**config.mk**
```make
export PLATFORM = sky130hd
export DESIGN_NAME = bram_arbiter
export DESIGN_NICKNAME = d
export VERILOG_FILES = /design/src/rtl/bram_arbiter_pkg.sv /design/src/rtl/bram_arbiter_arb2_rr.sv /design/src/rtl/bram_arbiter.sv
export SDC_FILE = /design/constraint.sdc
export NUM_CORES = 1
export LEC_CHECK = 0
export ABC_CLOCK_PERIOD_IN_PS = 1750
export CAP_MARGIN = 20
export CORE_MARGIN = 3
export CORE_UTILIZATION = 35
export DETAILED_ROUTE_END_ITERATION = 10
export PLACE_DENSITY_LB_ADDON = 0.15
export REMOVE_ABC_BUFFERS = 1
export SLEW_MARGIN = 5
export SYNTH_ARGS = -nofsm -noshare
export SYNTH_HDL_FRONTEND = slang
export SYNTH_SLANG_ARGS = --single-unit
```
**constraint.sdc**
```tcl
create_clock -name i_clk -period 1.75 [get_ports i_clk]
set_input_delay 0.35 -clock i_clk [delete_from_list [all_inputs] [get_ports i_clk]]
set_output_delay 0.35 -clock i_clk [all_outputs]
set_load 0.03 [all_outputs]
```
**src/rtl/bram_arbiter_pkg.sv**
```systemverilog
// Shared types and defaults for the two-requester BRAM arbiter.
package bram_arbiter_pkg;

   localparam int ADDR_SZ_DEF = 8;
   localparam int DATA_SZ_DEF = 16;

   typedef enum logic {
      OP_RD = 1'b0,
      OP_WR = 1'b1
   } op_e;

   typedef enum logic {
      REQ_A = 1'b0,
      REQ_B = 1'b1
   } who_e;

   typedef struct packed {
      logic vld;
      who_e who;
   } tag_t;

endpackage

```
**src/rtl/bram_arbiter_arb2_rr.sv**
```systemverilog
// Two-way arbiter: round-robin on contention, or A-first when FIXED_PRI.
module arb2_rr
   import bram_arbiter_pkg::*;
#(
   parameter int FIXED_PRI = 0
) (
   input  logic       i_clk,
   input  logic       i_rst,
   input  logic [1:0] i_req,
   output logic [1:0] o_gnt
);

   who_e prio_q, prio_d;

   always_comb begin
      o_gnt  = 2'b00;
      prio_d = prio_q;
      unique case (1'b1)
         (i_req == 2'b01): o_gnt = 2'b01;
         (i_req == 2'b10): o_gnt = 2'b10;
         (i_req == 2'b11): begin
            if (FIXED_PRI != 0 || prio_q == REQ_A)
               o_gnt = 2'b01;
            else
               o_gnt = 2'b10;
         end
         default: ;
      endcase
      // pointer moves only on a grant, to the side not just served
      if (o_gnt[0])
         prio_d = REQ_B;
      else if (o_gnt[1])
         prio_d = REQ_A;
   end

   always_ff @(posedge i_clk or posedge i_rst) begin
      if (i_rst)
         prio_q <= REQ_A;
      else
         prio_q <= prio_d;
   end

endmodule

```
**src/rtl/bram_arbiter.sv**
```systemverilog
// Shares one registered-read BRAM between requesters A and B; one op per cycle.
module bram_arbiter
   import bram_arbiter_pkg::*;
#(
   parameter int ADDR_SZ   = ADDR_SZ_DEF,
   parameter int DATA_SZ   = DATA_SZ_DEF,
   parameter int FIXED_PRI = 0
) (
   input  logic               i_clk,
   input  logic               i_rst,
   input  logic               i_a_req,
   input  logic               i_a_wr,
   input  logic [ADDR_SZ-1:0] i_a_addr,
   input  logic [DATA_SZ-1:0] i_a_wdata,
   output logic               o_a_gnt,
   output logic               o_a_rvalid,
   input  logic               i_b_req,
   input  logic               i_b_wr,
   input  logic [ADDR_SZ-1:0] i_b_addr,
   input  logic [DATA_SZ-1:0] i_b_wdata,
   output logic               o_b_gnt,
   output logic               o_b_rvalid,
   output logic [DATA_SZ-1:0] o_rdata,
   output logic               o_wr_en,
   output logic [ADDR_SZ-1:0] o_waddr,
   output logic [DATA_SZ-1:0] o_wdata,
   output logic               o_rd_en,
   output logic [ADDR_SZ-1:0] o_raddr,
   input  logic [DATA_SZ-1:0] i_rdata
);

   logic [1:0]         req, gnt;
   op_e                sel_op;
   who_e               sel_who;
   logic [ADDR_SZ-1:0] sel_addr;
   logic [DATA_SZ-1:0] sel_wdata;

   logic               wr_en_q, wr_en_d;
   logic               rd_en_q, rd_en_d;
   logic [ADDR_SZ-1:0] waddr_q, waddr_d;
   logic [ADDR_SZ-1:0] raddr_q, raddr_d;
   logic [DATA_SZ-1:0] wdata_q, wdata_d;
   tag_t               tag1_q, tag1_d;
   tag_t               tag2_q, tag2_d;

   // no op may be accepted while reset holds the command register
   assign req = {i_b_req, i_a_req} & {2{~i_rst}};

   arb2_rr #(
      .FIXED_PRI(FIXED_PRI)
   ) u_arb (
      .i_clk(i_clk),
      .i_rst(i_rst),
      .i_req(req),
      .o_gnt(gnt)
   );

   always_comb begin
      sel_op    = OP_RD;
      sel_who   = REQ_A;
      sel_addr  = '0;
      sel_wdata = '0;
      unique case (1'b1)
         gnt[0]: begin
            sel_op    = op_e'(i_a_wr);
            sel_who   = REQ_A;
            sel_addr  = i_a_addr;
            sel_wdata = i_a_wdata;
         end
         gnt[1]: begin
            sel_op    = op_e'(i_b_wr);
            sel_who   = REQ_B;
            sel_addr  = i_b_addr;
            sel_wdata = i_b_wdata;
         end
         default: ;
      endcase

      wr_en_d = (|gnt) && (sel_op == OP_WR);
      rd_en_d = (|gnt) && (sel_op == OP_RD);
      waddr_d = wr_en_d ? sel_addr  : waddr_q;
      wdata_d = wr_en_d ? sel_wdata : wdata_q;
      raddr_d = rd_en_d ? sel_addr  : raddr_q;
      tag1_d  = '{vld: rd_en_d, who: sel_who};
      tag2_d  = tag1_q;
   end

   always_ff @(posedge i_clk or posedge i_rst) begin
      if (i_rst) begin
         wr_en_q <= 1'b0;
         rd_en_q <= 1'b0;
         waddr_q <= '0;
         wdata_q <= '0;
         raddr_q <= '0;
         tag1_q  <= '0;
         tag2_q  <= '0;
      end else begin
         wr_en_q <= wr_en_d;
         rd_en_q <= rd_en_d;
         waddr_q <= waddr_d;
         wdata_q <= wdata_d;
         raddr_q <= raddr_d;
         tag1_q  <= tag1_d;
         tag2_q  <= tag2_d;
      end
   end

   assign o_a_gnt    = gnt[0];
   assign o_b_gnt    = gnt[1];
   assign o_wr_en    = wr_en_q;
   assign o_rd_en    = rd_en_q;
   assign o_waddr    = waddr_q;
   assign o_wdata    = wdata_q;
   assign o_raddr    = raddr_q;
   assign o_rdata    = i_rdata;
   assign o_a_rvalid = tag2_q.vld && (tag2_q.who == REQ_A);
   assign o_b_rvalid = tag2_q.vld && (tag2_q.who == REQ_B);

endmodule
```
==> run metrics <==
Crit path arrival time 1.32 ns; Syn Inst Count 172; asr flop ratio synth 1.00; gr ovfl total 0; Layout Utilization 0.590; relative slew slack 0.774; port buffer count 91; drt wl/cell 14.0 um; initial core utilization 0.366; drt first-iter violations 51; crit start category flop; max cap viols 0; Worst-Margin Slew 0.338 ns; CTS Buf Count 5; CTS tree done; Antenna Nets Post-Route 0; outcome finished, final reports clean; Vias 1495; initial antenna violation count 0; clk slew on worst S/H paths 0.07 ns; RR Startpoint u_arb.prio_q$_DFFE_PP0P_; sw power 0.858 mW; Max Root-Sink Buffers 2; Crit path largest cell delay 0.69 ns; GRT Resource Usage Total 0.165; Die H 76.5 um; DIE WIDTH 76.5 um; first-pass GRT wire length 7610 um; Switching Share 0.330; Post-Route WL 4540 um; crit path from o_waddr[5]$_DFFE_PP0P_; DRC 0; final hold slack 0.301 ns; Clk network pwr share 0.208; Largest delay share family, worst path buffers and inverters; pin count of the biggest net entering global routing 37; Crit Path Category flop to primary output; Tcrit/Tclk final 0.957; critical path required time 1.40 ns; nets 328; ys flop type dfrtp_1; Mapped Area 1740 um^2; number of warnings issued by yosys 0; Final Hold Vio Count 0; combinational share of power 0.374; Pint 1.74 mW; Clock Latency Late Sink 0.28 ns; RSZ-0062 raised after global routing false; Flop pwr share 0.418; layout cells sized above 1 0.112; Area growth, synth to finish 61.3%; PD cells 928 nW/um^2; Crit-path slowest cell clkdlybuf4s50_1; FP Rows 25; endpoint type of the worst setup path primary output; count of final setup violators 0; # IOs 124; Sink Count 38; Max Freq 0.597 GHz; crit-path max FO 2; Post-synth EDFFs 0; vias in the first global route 1571; Syn Area/Cell 10.1 um^2; CP bufs+invs 1; Placer Congestion 0.786; Core Region 4750 um^2; min cycle time layout 1.67 ns; CP Cell Sequence clkdlybuf4s50_1; Synth Register Bits 38; CTS root buf clkbuf_8; Leak Pwr 1.21 nW; CTS H-tree lvls 2; First-pass DRT Iterations 4; Final Max Tran Viols 0; cell count after placement 317; diode count 0; sequential area share after synthesis 0.547; Netlist cell types 18; vias per cell 4.60; die area 5850 um^2; Clock Skews 0.00378 ns; Layout Cells excl Fill 325; Worst VDD drop 0.000351 V; HPWL Detailed 3530 um; Hold Crit Class input port to asynchronous set/reset pin
==> Yosys cell counts (2+ instances only) <==
cell | instances | area (um^2)
a22oi_1 | 24 | 180
a32oi_2 | 2 | 32.5
buf_2 | 5 | 25.0
buf_4 | 19 | 143
buf_6 | 2 | 22.5
dfrtp_1 | 38 | 951
inv_1 | 3 | 11.3
nand2_1 | 33 | 124
nand2b_1 | 2 | 12.5
nor2_1 | 2 | 7.51
nor2b_1 | 4 | 25.0
o21ai_0 | 6 | 30.0
o21ai_1 | 27 | 135
==> final timing paths <==
path                                                 end  slack [ns]  cells past startpoint
worst min register to register       tag2_q[0]$_DFF_PP0_        0.36                      0
worst max-delay path                          o_waddr[5]        0.08                      1
min in group i_clk                   tag2_q[0]$_DFF_PP0_        0.36                      0
worst min-delay path             o_wdata[12]$_DFFE_PP0P_        0.30                      4
max in group asynchronous       u_arb.prio_q$_DFFE_PP0P_        1.15                      4
worst max register to register    o_raddr[1]$_DFFE_PP0P_        0.21                      6
==> registers in the layout, summed over array words and instances, names as in the netlist <==
register / cells
o_raddr: 8
o_wr_en: 1
tag1_q: 2
o_waddr: 8
u_arb.prio_q: 1
o_wdata: 16
tag2_q: 2
==> final cells by class <==
| class | count | area, um^2 |
|---|---|---|
| clock buffer | 7 | 76.3 |
| multi-input combinational | 104 | 617 |
| timing repair buffer | 106 | 1060 |
| tap | 67 | 83.8 |
| fill | 429 | 1950 |
| sequential | 38 | 952 |
| inverter | 3 | 11.3 |
==> logic make-up (layout without fill, tap and decap cells) <==
family,Yosys count,count (layout),synth area share
compound gates,61,61,0.227
simple gates,43,43,0.109
flops,38,38,0.547
buf+inv,30,116,0.118
==> power by group through the flow <==
stage | Sequential [mW] | Combinational (mW) | Clock, mW
after floorplan | 1.36 | 0.207 | 0
after global placement | 1.10 | 0.969 | 0
after detailed placement | 1.10 | 0.976 | 0
after CTS | 1.09 | 0.988 | 0.563
after global routing | 1.11 | 1.05 | 0.607
final | 1.09 | 0.973 | 0.542
==> metal layers <==
layer / global-route usage / vias to the layer above / wire [um]
met3: 0.104 / 4 / 578
met5: 0 / - / 0
met4: 0.0326 / 0 / 37
met1: 0.188 / 653 / 1890
li1: - / 754 / -
met2: 0.262 / 84 / 2040
==> metrics by stage <==
step	cell area, um^2	TNS [ns]	power, mW	setup slack, ns
after floorplan	1550	-18.64	1.56	-0.594
final	2810	0	2.60	0.0757
after global placement	2690	-1.97	2.07	-0.0902
after global routing	2810	0	2.76	0.0149
after detailed placement	2690	-2.01	2.08	-0.119
after CTS	2800	0	2.64	0.000566
==> placed cells by master, fill, tap and decap left out, types with 2 or more instances in the layout <==
master,n
nand2b_4,2
clkbuf_1,2
inv_1,3
clkbuf_8,5
clkdlybuf4s50_1,84
buf_12,3
dfrtp_1,37
o21ai_1,27
buf_4,13
dlygate4sd2_1,2
nand2_1,33
o21ai_0,6
nor2_1,2
a22oi_1,24
dlymetal6s2s_1,3
nor2b_1,3
==> what timing repair did <==
action,CTS,global route
gates resized for setup,6,4
buffers inserted,1,0
hold buffers,0,0
pin swaps,0,0
endpoints found under the setup margin,3,2
Note: power is estimated with default switching activity, not from simulation.
